===== src/rtl/ps2_key_decoder.sv =====
// PS/2 scan-code set-2 receiver: synchronises and filters the raw clock/data pair,
// deserialises 11-bit frames and folds E0/F0/E1 prefixes into an 11-bit key event word.
module ps2_key_decoder #(
    parameter int          FILTER_LEN = 8,
    parameter logic [15:0] TIMEOUT    = 16'd6000
) (
    input  logic        clk_sys,
    input  logic        RESET,
    input  logic        ps2_clk_in,
    input  logic        ps2_data_in,
    output logic [10:0] ps2_key,
    output logic        key_strobe,
    output logic        frame_err
);

    localparam int FW = (FILTER_LEN > 1) ? $clog2(FILTER_LEN) : 1;

    typedef enum logic [1:0] {
        S_IDLE   = 2'd0,
        S_DATA   = 2'd1,
        S_PARITY = 2'd2,
        S_STOP   = 2'd3
    } state_t;

    function automatic logic odd_parity_ok(input logic [7:0] data, input logic par);
        return ^{data, par};
    endfunction

    // Index 0 carries ps2_clk, index 1 carries ps2_data.
    logic [1:0]         sync1_q, sync2_q;
    logic [1:0]         filt_q, filt_d;
    logic [1:0][FW-1:0] fcnt_q, fcnt_d;
    logic               clk_prev_q;
    logic               fall_s, data_s, tmo_hit_s;

    state_t      state_q, state_d;
    logic [2:0]  bitcnt_q, bitcnt_d;
    logic [7:0]  shift_q, shift_d;
    logic        par_ok_q, par_ok_d;
    logic [15:0] timer_q, timer_d;
    logic        byte_valid_q, byte_valid_d;
    logic        err_q, err_d;
    logic        tmo_q, tmo_d;

    logic [10:0] key_q, key_d;
    logic        strobe_q, strobe_d;
    logic        ext_q, ext_d;
    logic        rel_q, rel_d;
    logic [2:0]  skip_q, skip_d;

    assign fall_s    = clk_prev_q & ~filt_q[0];
    assign data_s    = filt_q[1];
    assign tmo_hit_s = (timer_q == (TIMEOUT - 16'd1));

    // Glitch filter: a line's filtered level follows only a persistent disagreement.
    always_comb begin
        filt_d = filt_q;
        fcnt_d = fcnt_q;
        for (int i = 0; i < 2; i++) begin
            if (sync2_q[i] != filt_q[i]) begin
                if (fcnt_q[i] == FW'(FILTER_LEN - 1)) begin
                    filt_d[i] = sync2_q[i];
                    fcnt_d[i] = '0;
                end else begin
                    fcnt_d[i] = fcnt_q[i] + FW'(1);
                end
            end else begin
                fcnt_d[i] = '0;
            end
        end
    end

    // Frame FSM next-state, shift register, parity and inter-edge timeout.
    always_comb begin
        state_d      = state_q;
        bitcnt_d     = bitcnt_q;
        shift_d      = shift_q;
        par_ok_d     = par_ok_q;
        byte_valid_d = 1'b0;
        err_d        = 1'b0;
        tmo_d        = 1'b0;
        if (state_q == S_IDLE || fall_s) begin
            timer_d = 16'd0;
        end else begin
            timer_d = timer_q + 16'd1;
        end
        case (state_q)
            S_IDLE: begin
                if (fall_s) begin
                    if (!data_s) begin
                        state_d  = S_DATA;
                        bitcnt_d = 3'd0;
                    end else begin
                        err_d = 1'b1;
                    end
                end else begin
                    state_d = S_IDLE;
                end
            end
            S_DATA: begin
                if (fall_s) begin
                    shift_d = {data_s, shift_q[7:1]};
                    if (bitcnt_q == 3'd7) begin
                        state_d = S_PARITY;
                    end else begin
                        bitcnt_d = bitcnt_q + 3'd1;
                    end
                end else if (tmo_hit_s) begin
                    state_d = S_IDLE;
                    err_d   = 1'b1;
                    tmo_d   = 1'b1;
                end else begin
                    state_d = S_DATA;
                end
            end
            S_PARITY: begin
                if (fall_s) begin
                    par_ok_d = odd_parity_ok(shift_q, data_s);
                    state_d  = S_STOP;
                end else if (tmo_hit_s) begin
                    state_d = S_IDLE;
                    err_d   = 1'b1;
                    tmo_d   = 1'b1;
                end else begin
                    state_d = S_PARITY;
                end
            end
            S_STOP: begin
                if (fall_s) begin
                    state_d = S_IDLE;
                    if (data_s && par_ok_q) begin
                        byte_valid_d = 1'b1;
                    end else begin
                        err_d = 1'b1;
                    end
                end else if (tmo_hit_s) begin
                    state_d = S_IDLE;
                    err_d   = 1'b1;
                    tmo_d   = 1'b1;
                end else begin
                    state_d = S_STOP;
                end
            end
            default: begin
                state_d = S_IDLE;
            end
        endcase
    end

    // Byte decoder: prefix tracking, Pause-sequence swallowing and key event generation.
    always_comb begin
        key_d    = key_q;
        strobe_d = 1'b0;
        ext_d    = ext_q;
        rel_d    = rel_q;
        skip_d   = skip_q;
        if (err_q) begin
            ext_d = 1'b0;
            rel_d = 1'b0;
            if (tmo_q) begin
                skip_d = 3'd0;
            end else begin
                skip_d = skip_q;
            end
        end else if (byte_valid_q) begin
            if (skip_q != 3'd0) begin
                skip_d = skip_q - 3'd1;
            end else begin
                case (shift_q)
                    8'hE1: skip_d = 3'd7;
                    8'hE0: ext_d  = 1'b1;
                    8'hF0: rel_d  = 1'b1;
                    8'hAA, 8'hFA, 8'hFE, 8'hEE, 8'h00, 8'hFF: begin
                        ext_d = 1'b0;
                        rel_d = 1'b0;
                    end
                    default: begin
                        key_d    = {~key_q[10], ~rel_q, ext_q, shift_q};
                        strobe_d = 1'b1;
                        ext_d    = 1'b0;
                        rel_d    = 1'b0;
                    end
                endcase
            end
        end else begin
            key_d = key_q;
        end
    end

    // All state registers; lines idle high so synchronisers and filters reset to 1.
    always_ff @(posedge clk_sys or posedge RESET) begin
        if (RESET) begin
            sync1_q      <= 2'b11;
            sync2_q      <= 2'b11;
            filt_q       <= 2'b11;
            fcnt_q       <= '0;
            clk_prev_q   <= 1'b1;
            state_q      <= S_IDLE;
            bitcnt_q     <= 3'd0;
            shift_q      <= 8'd0;
            par_ok_q     <= 1'b0;
            timer_q      <= 16'd0;
            byte_valid_q <= 1'b0;
            err_q        <= 1'b0;
            tmo_q        <= 1'b0;
            key_q        <= 11'd0;
            strobe_q     <= 1'b0;
            ext_q        <= 1'b0;
            rel_q        <= 1'b0;
            skip_q       <= 3'd0;
        end else begin
            sync1_q      <= {ps2_data_in, ps2_clk_in};
            sync2_q      <= sync1_q;
            filt_q       <= filt_d;
            fcnt_q       <= fcnt_d;
            clk_prev_q   <= filt_q[0];
            state_q      <= state_d;
            bitcnt_q     <= bitcnt_d;
            shift_q      <= shift_d;
            par_ok_q     <= par_ok_d;
            timer_q      <= timer_d;
            byte_valid_q <= byte_valid_d;
            err_q        <= err_d;
            tmo_q        <= tmo_d;
            key_q        <= key_d;
            strobe_q     <= strobe_d;
            ext_q        <= ext_d;
            rel_q        <= rel_d;
            skip_q       <= skip_d;
        end
    end

    assign ps2_key    = key_q;
    assign key_strobe = strobe_q;
    assign frame_err  = err_q;

endmodule


===== config.mk =====
export PLATFORM = sky130hd
export DESIGN_NAME = ps2_key_decoder
export DESIGN_NICKNAME = d
export VERILOG_FILES = /design/src/rtl/ps2_key_decoder.sv
export SDC_FILE = /design/constraint.sdc
export NUM_CORES = 1
export LEC_CHECK = 0
export ABC_AREA = 1
export CAP_MARGIN = 0
export CORE_MARGIN = 10
export CORE_UTILIZATION = 55
export CTS_CLUSTER_DIAMETER = 120
export DETAILED_ROUTE_END_ITERATION = 8
export HOLD_SLACK_MARGIN = 0.15
export PLACE_DENSITY = 0.74
export SLEW_MARGIN = 20
export SYNTH_ARGS = -nofsm -noshare
export SYNTH_HDL_FRONTEND = slang
export SYNTH_SLANG_ARGS = --single-unit
export TNS_END_PERCENT = 30

===== constraint.sdc =====
create_clock -name clk_sys -period 3.05 [get_ports clk_sys]
set_clock_uncertainty 0.05 [all_clocks]
set_input_delay 0.4575 -clock clk_sys [delete_from_list [all_inputs] [get_ports clk_sys]]
set_output_delay 0.4575 -clock clk_sys [all_outputs]
set_load 0.005 [all_outputs]

==> summary by stage, run 1 <==
Run status
The flow ran to the end, and the final reports show no timing, DRC or antenna violations.

Die
The starting utilization of the core area is 57.7%. The core area is 5570 sq um. In this run the vertical extent of the chip is 96.5 um. The initialized floorplan defines 27 standard-cell rows.

The die covers 9300 sq um. The number of top-level pins is 17. The floorplan step set the die width to 96.5 um.

Worst setup path
The worst-case reg-to-reg path depth is 10. The worst setup path is launched from a flop. The worst setup path endpoint is ps2_key[9]. The endpoint required time on the critical path is 3.23 ns.

The critical path in this run is classified as reg -> reg. In this run the critical register-to-register path is launched from shift_q[5]. The endpoint arrival time on the critical path is 2.16 ns. Tracing the worst setup path back leads to its startpoint at shift_q[5]. The highest fanout seen on the critical path is 12. In this run the critical register-to-register path is captured at ps2_key[9]. Setup slack on the worst reg-to-reg path comes out at 1.08 ns. STA classifies the critical path endpoint as a flop.

Detailed routing
In the routed design, unresolved DRC markers number 0. The via count is 2479. In the routed layout, each cell is associated on average with a via count of 5.11. The first-pass iteration count of the detailed router is 5. The count of nets left with antenna violations once routing finished came out at 0.

Wires add up to 5.90 mm. The mean routed wirelength per cell is 12.2 um. The initial detailed-routing violation count is 84.

STA
Setup violations remaining at the end of the flow were counted as 0. Counting I/O delays and the setup requirement, the final critical path takes 1.97 ns. After layout, the worst setup slack is 1.08 ns. Setup repair after global routing left no endpoint under its margin. Static timing analysis puts the maximum clock frequency at 507 MHz. The number of hold-slack violations in the final timing report is 0.

Adding up every negative setup slack in the final design gives 0 ns. At the pin with the least slew margin, the transition time is 0.572 ns. The worst-case hold slack is 0.306 ns. The final-report max-slew violation count is 0. The worst max-slew margin expressed relative to the limit is 61.8%. Dividing the final minimum period by the clock period gives 64.6%.

Power and ir drop
The switching fraction of total power is 27.0%. The proportion of power drawn by flip-flops and latches is 45.3%. IR analysis of the VDD net gives a maximum drop of 0.000393 V. The analysis attributes to net switching a power of 0.581 mW.

The analysis attributes to cell leakage a power of 1.71 nW. In this run the power density over the cells is 584 nW/um^2. The sum of internal, switching and leakage power is 2.15 mW. The relative contribution of combinational cells to total power is 15.1%.

Per report_power, the clock group accounts for 39.6% of the total. The internal portion of the total power is 1.57 mW.

Clock network
The clock drives 63 sinks. The maximum count of clock buffers along a single path is 2. Post-CTS repair changed the size of 0 cells. The later pin in the worst-skew pair is clocked with a latency of 0.34 ns. After clock tree synthesis, the flow added hold-fix buffers numbering 0.

The CTS H-tree depth is 3. The post-CTS setup repair buffer count is 0. The number of CTS-inserted buffers is 9. The clock root buffer is clkbuf_8. TritonCTS built the clock tree.

The register clock-pin slew on the reported worst setup and hold paths is 0.07 ns.

Place
The number of buffer cells added on primary ports is 16. The number of placed instances, taps included, is 469. The routability-driven placement congestion ratio is 0.883.

The setup slack at placement is 1.10 ns. After detailed placement, the total cell area comes to 3450 sq um. Summed over all nets, the half-perimeter wirelength after detailed placement is 4.28 mm.

Logic synthesis
The top cell type by area accounts for 43.6% of the synthesized area. The number of nets handed over by synthesis was 403. The largest area contributor in the synthesized netlist is dfrtp_1. The number of enable flip-flop cells after synthesis is 0. In the synthesized netlist, the cells that appear most often are 92 x nand2_1, 56 x dfrtp_1, 44 x inv_1. Ranked by total cell area, the synthesized netlist is headed by dfrtp_1 44%, nand2_1 11%, dfstp_2 5.7%. The synthesized cell area is 3220 sq um. The library cell with the highest instance count after synthesis is nand2_1. Among all flip-flop cells after synthesis, the most frequent one is dfrtp_1. The gate count of the mapped netlist is 386. The Yosys step of the flow raised 0 warnings. The share of the Yosys chip area taken by registers is 49.3%. The post-synthesis sequential element count is 63.

In the synthesized netlist the async set-or-reset flop fraction comes to 100%. The number of different library cells used by synthesis comes to 33. The average footprint of a synthesized cell is 8.33 sq um.

Flow run
The number of maximum-capacitance violations is 0.

Finish
The final instance area is 3680 sq um. The repair_antennas step left the layout with diodes totalling 0. The area added between synthesis and finish is 14.4%. The non-filler instance count after layout is 485.

The post-layout net count is 425. At the end of the flow the core is filled with cells to 66.0%. In the final layout, the share of cells above drive strength 1 is 13.1%.

Global route
The initial antenna violation count is 0. The global-route wire length before repair is 10.6 mm. The via count of the first global-routing pass is 2427. Entering global routing, the biggest net connects 38 pins. The total global routing track utilization is 14.2%. After global routing the overflow that remains totals 0.

Min path
The class of the worst hold path is reg -> reg. The launch instance of the worst min-delay path is sync1_q[1].
registers in the layout, indices dropped and copies added (netlist names):
register      count
bitcnt_q          3
byte_valid_q      1
clk_prev_q        1
ext_q             1
fcnt_q            6
filt_q            2
frame_err         1
key_strobe        1
par_ok_q          1
ps2_key          11
rel_q             1
shift_q           8
skip_q            3
state_q           2
sync1_q           2
sync2_q           2
timer_q          16
tmo_q             1
worst max-delay path: stages, from the launching register on:
cell and delay (ns):
dfrtp_1 0.47, nand2_2 0.15, nor2_4 0.05, inv_2 0.05, nand2_1 0.05, nand2_1 0.05
nand2_1 0.05, nor2_2 0.33, nand3_2 0.39, nand2_1 0.16, nand2_1 0.06
cell families after synthesis:
logic type      count (synthesis)  synth area share [%]
simple gates                  204                  28.8
flops                          63                  49.3
buf+inv                        57                  7.32
compound gates                 42                  7.51
fa+ha+maj                      13                  5.06
xor+xnor                        5                  1.36
mux                             2                 0.700
power by group through the flow:
stage	Clock [mW]	Combinational [mW]	Sequential (mW)
finish	0.850	0.324	0.974
global route	0.902	0.383	0.983
CTS	0.863	0.330	0.973
detailed placement	0	0.329	0.989
global placement	0	0.318	0.985
floorplan	0	0.267	0.975
area by class of cell:
cell class / count / area, sq um
fillers: 458 / 1890
flip-flops and latches: 63 / 1590
multi-input cells: 266 / 1400
repair buffers: 18 / 188
inverters: 50 / 188
clock buffers: 13 / 169
well taps: 72 / 90.1
clock inverters: 3 / 65.1
per-layer routing:
layer,GRT usage [%],vias up,wire (um)
li1,-,1286,-
met1,17.4,1149,2830
met2,22.6,36,2690
met3,3.32,8,282
met4,7.75,0,91
met5,0,-,0
layout by cell type (no fill, tap or decap), types with 12 or more instances in the layout:
| cell | count |
|---|---|
| nand2_1 | 92 |
| dfrtp_1 | 56 |
| inv_1 | 43 |
| nor2_1 | 41 |
| nand3_1 | 24 |
| o21ai_0 | 23 |
| clkdlybuf4s50_1 | 16 |
| nand4_1 | 15 |
| nand2_2 | 13 |
| ha_1 | 13 |
| clkbuf_8 | 12 |
worst min-delay path by stage:
stage | end | depth (start not counted)
2_1_floorplan | sync2_q[0] | 0
3_3_place_gp | sync2_q[0] | 0
3_5_place_dp | sync2_q[1] | 0
4_1_cts | sync2_q[1] | 0
5_1_grt | sync2_q[1] | 0
6_report | sync2_q[1] | 0
(Power assumes the default switching activity.)
==> run 2, diff against run 1 <==
clock period = 2 ns   (was 3.05 ns; I/O delays follow)
==> run 2 against run 1 <==
Effect of this change:
- die area is the same
- register-to-register slack lost 0.80 ns
- highest routed layer unchanged
- final cell count rose by 1.0%
==> summary by stage, run 2 (synthesis gave the netlist of run 1 again) <==
Run status
The run finished with clean final reports.

Global route
The total global routing track utilization is 14.4%. The global-route wire length before repair is 10.6 mm. Entering global routing, the biggest net connects 36 pins.

The via count of the first global-routing pass is 2437. The total congestion overflow after global routing is 0. The initial antenna violation count is 0.

Finish
The register ranked first by flip-flop count is timer_q. The count of inserted antenna diode cells is 0. The area added between synthesis and finish is 16.0%. Leaving out fill and tap cells, the most frequent cell in the layout is nand2_1. The top cell types in the final layout, fill and taps aside, are 92 x nand2_1, 56 x dfrtp_1, 43 x inv_1. The number of filler instances in the final layout is 437.

Cells fill 66.9% of the core in the end. The net count of the finished layout is 430. The register with the most flip-flops in the layout has 16 of them. In the final layout, the share of cells above drive strength 1 is 14.1%.

STA
The total negative setup slack is 0 ns. The period utilization is 86.1%. Counting I/O delays and the setup requirement, the final critical path takes 1.72 ns. Setup repair after global routing left no endpoint under its margin. The final-report max-slew violation count was 0. Based on the critical path, the design can be clocked at up to 581 MHz. Setup violations remaining at the end of the flow were counted as 0. The number of hold-slack violations in the final timing report was 0. The worst-case hold slack is 0.173 ns. The worst max-slew margin expressed relative to the limit is 78.6%.

For the pin with the worst max-slew slack, the measured transition is 0.320 ns.

Clock network
Gates resized during post-CTS repair numbered 0. Clock tree synthesis selected as its root buffer the cell clkbuf_8. The clock passes through at most 2 buffers. The register clock-pin slew on the reported worst setup and hold paths is 0.07 ns.

The TritonCTS clock tree is yes. Clock tree synthesis inserted a total of 9 buffers. Hold repair after CTS inserted 0 buffers.

The clock tree synthesis step divided the H-tree into 3 levels. The later-pin clock latency in the skew report is 0.34 ns. The post-CTS setup repair buffer count is 0. The sink count of the clock tree is 63.

Power and ir drop
The completed layout was analyzed and its total power is 3.30 mW. The worst vdd rail ir drop is 0.000611 V. The static power due to leakage is 1.74 nW. The cell area power density is 884 nW/um^2.

Die
The number of top-level pins is 17. The region available for standard cell placement spans 5570 sq um. The number of placement rows is 27. The floorplan step set the die width to 96.5 um. The die height is 96.5 um.

The initial utilization of the core area, before any placement, comes to 57.7%. The area of the die is 9300 sq um.

Worst setup path
The endpoint arrival time on the critical path is 1.90 ns. The element type at the critical path end is a flop. In this design, the stage delay of the slowest critical-path cell is 0.45 ns. Traced cell by cell, the critical path runs through nand2_2 > nor2_4 > inv_2 > nand2_1 > nand2_1 > nand2_1 > nor2_4 > nand3_4 > nand2_1 > nand2_1. The worst setup path is of the reg -> reg kind. The type of origin of the critical path is a flop. The number of buffers and inverters on the critical path is 1.

STA puts the critical path data required time at 2.18 ns. On the critical path the largest part of the delay comes from simple AND/OR/NAND/NOR gates. On the critical path, the stage with the largest delay is an instance of dfrtp_1. The most used cell along the critical path is nand2_1. Along the worst path, the maximum fanout reaches 12.

Place
The wire-length estimate of the detail-placed layout is 4.43 mm. During placement, the flow inserted port buffers numbering 16. Routability-driven placement finished with a final weighted congestion of 0.888.

Detailed routing
The wire length after detailed routing is 6.02 mm. For this run, design rule violations remaining after detail routing come to 0. The pre-antenna-repair detailed-routing pass consisted of 4 iterations.

In the routed layout, each cell is associated on average with a via count of 5.18. The detail route stage leaves a number of antenna-violating nets equal to 0. The via count is 2537.

The first routing iteration left 130 violations. In the final routed layout, each cell accounts on average for 12.3 um.

Flow run
Max-cap violations in this run came to 0.

Min path
The path class of the tightest hold or removal check is in -> async.
==> run 2: changes by cell type in the layout (fill, tap and decap cells not counted) <==
cell,change
nor2_2,-1
buf_4,+5
nor2_4,+1
nand3_4,+1
nand3_2,-1
==> run 2: worst paths after layout <==
kind,depth (start not counted),slack [ns],end,startpoint
setup / recovery,10,0.28,ps2_key[8],shift_q[5]
hold / removal,2,0.17,ps2_key[5],RESET
setup reg to reg,10,0.28,ps2_key[8],shift_q[5]
hold reg to reg,0,0.31,sync2_q[0],sync1_q[0]
max in group asynchronous,3,1.18,sync1_q[0],RESET
min in group clk_sys,0,0.31,sync2_q[0],sync1_q[0]
==> run 2: metrics by stage <==
stage	setup slack [ns]	instances	instance area, sq um
3_3_place_gp	0.110	474	3480
5_1_grt	0.123	490	3730
3_5_place_dp	0.0366	474	3480
2_1_floorplan	0.0918	386	3220
4_1_cts	0.00808	490	3720
6_report	0.278	490	3730
==> run 2: layer usage <==
layer / global-route usage, % / vias to the layer above / share of wire (%)
li1: - / 1301 / -
met4: 7.38 / 0 / 1.9
met5: 0 / - / 0
met1: 16.9 / 1183 / 43
met2: 23.6 / 43 / 49
met3: 4.24 / 10 / 5.7
==> run 2: layout make-up <==
| cell class | count | area [sq um] | area share, % |
|---|---|---|---|
| Inverter | 50 | 188 | 5.03 |
| Clock inverter | 3 | 65.1 | 1.74 |
| Tap cell | 72 | 90.1 | 2.42 |
| Timing Repair Buffer | 23 | 225 | 6.04 |
| Multi-Input combinational cell | 266 | 1410 | 37.7 |
| Sequential cell | 63 | 1590 | 42.5 |
| Clock buffer | 13 | 169 | 4.53 |
==> run 2: power by group <==
part           switching, mW  internal (mW)
Sequential            0.0796           1.40
Combinational          0.338          0.200
Clock                  0.476          0.802
==> run 3, diff against run 2 <==
CORE_UTILIZATION = 35   (was 55)
PLACE_DENSITY = 0.51   (was 0.74)
==> run 3 against run 2 <==
Effect of this change:
- via count shrank 2.4%
- maximum frequency shrank 3.2%
- die area grew 44%
- setup slack lost 0.057 ns
- final cell count grew 7.3%
- sequential power is essentially flat
- non-clock buffer count is the same
- combinational power grew 0.9%
- flip-flop and latch count is the same
==> summary by stage, run 3 (synthesis gave the netlist of run 1 again) <==
Clock network
The sink count of the clock tree is 63. After clock tree synthesis, the clock-pin slew on the worst setup and hold paths is 0.07 ns. The tree is rooted in a clkbuf_8.

The TritonCTS clock tree is yes. In this run the deepest clock path goes through 2 buffers. Counting the buffers created by CTS gives 9.

After clock tree synthesis, the setup repair step added 0 buffers. The number of hold-repair buffers added at the cts stage is 0. The later-pin clock latency in the skew report is 0.33 ns. The post-CTS resize count is 1.

CTS built an H-tree with a depth of 3.

Worst setup path
The highest fanout seen on the critical path is 12. The endpoint arrival time on the critical path is 1.95 ns. The element type at the critical path end is a flop. The slowest stage of the critical path belongs to the cell dfrtp_1. By instance count, the cell type seen most on the critical path is nand2_1. For the worst setup path, the data required time is 2.17 ns. The biggest cell delay along the critical path is 0.38 ns.

Walking the worst path, the cells encountered are inv_1 > ha_1 > nand2_1 > o21bai_4 > nor2_4 > nand3_4 > nand2_1 > nand2_1. The type of origin of the critical path is a flop. The critical path is of the reg -> reg type.

Min path
The worst hold path belongs to the class in -> async.

Global route
The total congestion overflow after global routing is 0. The total global routing track utilization is 10.1%. The initial antenna violation count came to 0. The first global-routing pass estimated 11.1 mm of wire.

The via count of the first global-routing pass is 2501. The maximum number of pins on one net before global-route repair is 64.

STA
At the pin with the least slew margin, the transition time is 0.334 ns. Setup violations remaining at the end of the flow were counted as 0. The worst max-slew margin expressed relative to the limit is 77.7%. Derived from the worst setup path, the maximum achievable clock frequency is 562 MHz.

Setup repair after global routing left no endpoint under its margin. The period utilization is 88.9%. The minimum period implied by the final worst setup slack is 1.78 ns. The final-report max-slew violation count came to 0. The number of hold-slack violations in the final timing report is 0.

Run status
The flow ran to the end, and the final reports show no timing, DRC or antenna violations.

Finish
In the layout the commonest cells are 92 x nand2_1, 56 x dfrtp_1, 43 x inv_1. timer_q holds more flip-flops than any other register. The non-filler instance count after layout is 526. The fraction of the core area covered by cells at the end of the flow is 42.0%.

The area added between synthesis and finish is 15.4%. The ratio of cells with drive above 1 in the final layout is 13.4%. The number of filler instances in the final layout is 914. The count of inserted antenna diode cells is 0. The post-layout net count is 430. The final instance area is 3710 sq um. The register with the most flip-flops in the layout has 16 of them.

The commonest non-fill, non-tap cell in the layout is nand2_1.

Power and ir drop
Power spread over the standard cell area amounts to 806 nW/um^2. In this run the power spent charging and discharging nets is 0.876 mW. The switching fraction of total power is 29.3%.

Combinational cells account for 18.1% of the total power. Per report_power, the clock group accounts for 32.6% of the total. The proportion of power drawn by flip-flops and latches is 49.3%. IR analysis of the VDD net gives a maximum drop of 0.000428 V. Power comes to 2.99 mW. The cell internal power dissipation is 2.12 mW.

Summed over all cells, the static leakage comes to 1.71 nW.

Die
In this run the standard cell core region covers 8850 sq um. The starting utilization of the core area is 36.3%. In this run the count of I/O pins placed on the die edge is 17. The floorplan has 34 rows. The die height is 116 um. The floorplan step defined a die boundary enclosing 13400 sq um. From left edge to right edge, the die measures 116 um.

Detailed routing
The routed layout has 2477 vias. The remaining design rule violation count is 0. The wire length after detailed routing is 6.18 mm.

The initial detailed-routing violation count is 99. The first-pass iteration count of the detailed router is 4. The mean routed wirelength per cell is 11.8 um.

Dividing the detail-routed via count by the number of cells gives 4.71. The number of nets with antenna violations after routing is 0.

Place
In this run the tool buffered the top-level ports with 16 buffer cells. The number of instances in the placed design is 510. The wire-length estimate of the detail-placed layout is 4.56 mm. Summing all placed instances gives a cell area of 3530 sq um. The routability-driven placement congestion ratio is 0.862.

Flow run
Max-cap violations in this run came to 0.
-- run 3: cell types whose count changed in the layout (fill, tap and decap cells not counted), sizes merged --
cell / previous run / this run
clkbuf: 13 / 15
bufinv: 2 / 0
-- run 3: final timing paths --
path | from | end | slack [ns] | cells after the start
max | skip_q[0] | ps2_key[9] | 0.22 | 8
min | RESET | timer_q[6] | 0.30 | 3
max reg2reg | skip_q[0] | ps2_key[9] | 0.22 | 8
min reg2reg | sync1_q[1] | sync2_q[1] | 0.31 | 0
max in group asynchronous | RESET | filt_q[1] | 1.29 | 3
min in group clk_sys | sync1_q[1] | sync2_q[1] | 0.31 | 0
-- run 3: final cells by class --
type                       instances  area [sq um]  share of cell area (%)
clock inverter                     1          5.00                   0.135
tap                              108           135                    3.64
inverter                          50           188                    5.06
timing repair buffer              23           225                    6.07
multi-input combinational        266          1410                    37.9
sequential                        63          1590                    42.7
clock buffer                      15           166                    4.48
-- run 3: layer usage --
metal / track usage (%) / wire [um] / vias up
met1: 11.6 / 2870 / 1140
li1: - / - / 1302
met2: 17.2 / 2940 / 24
met3: 3.88 / 300 / 11
met5: 0 / 0 / -
met4: 2.92 / 74 / 0
-- run 3: power groups by stage --
stage / combinational, mW / sequential (mW) / clock [mW]
floorplan: 0.407 / 1.49 / 0
global placement: 0.537 / 1.50 / 0
detailed placement: 0.543 / 1.50 / 0
CTS: 0.549 / 1.48 / 1.03
global route: 0.650 / 1.49 / 1.08
finish: 0.543 / 1.48 / 0.975
-- run 3: per-stage QoR --
step | hold slack, ns | setup TNS (ns) | setup WS, ns
5_1_grt | 0.302 | 0 | 0.0719
2_1_floorplan | 0.254 | 0 | 0.0918
3_3_place_gp | 0.296 | 0 | 0.0757
4_1_cts | 0.303 | 0 | 0.0976
3_5_place_dp | 0.299 | -0.00375 | -0.00375
6_report | 0.302 | 0 | 0.221
-- run 3: critical path: cells and delay by family (launching register included) --
kind                       cells  cell delay (ns)
and+or+nand+nor                5             0.77
DFF                            1             0.38
AOI/OAI and AO/OA              1             0.19
adders and majority gates      1             0.18
buffers and inverters          1             0.10
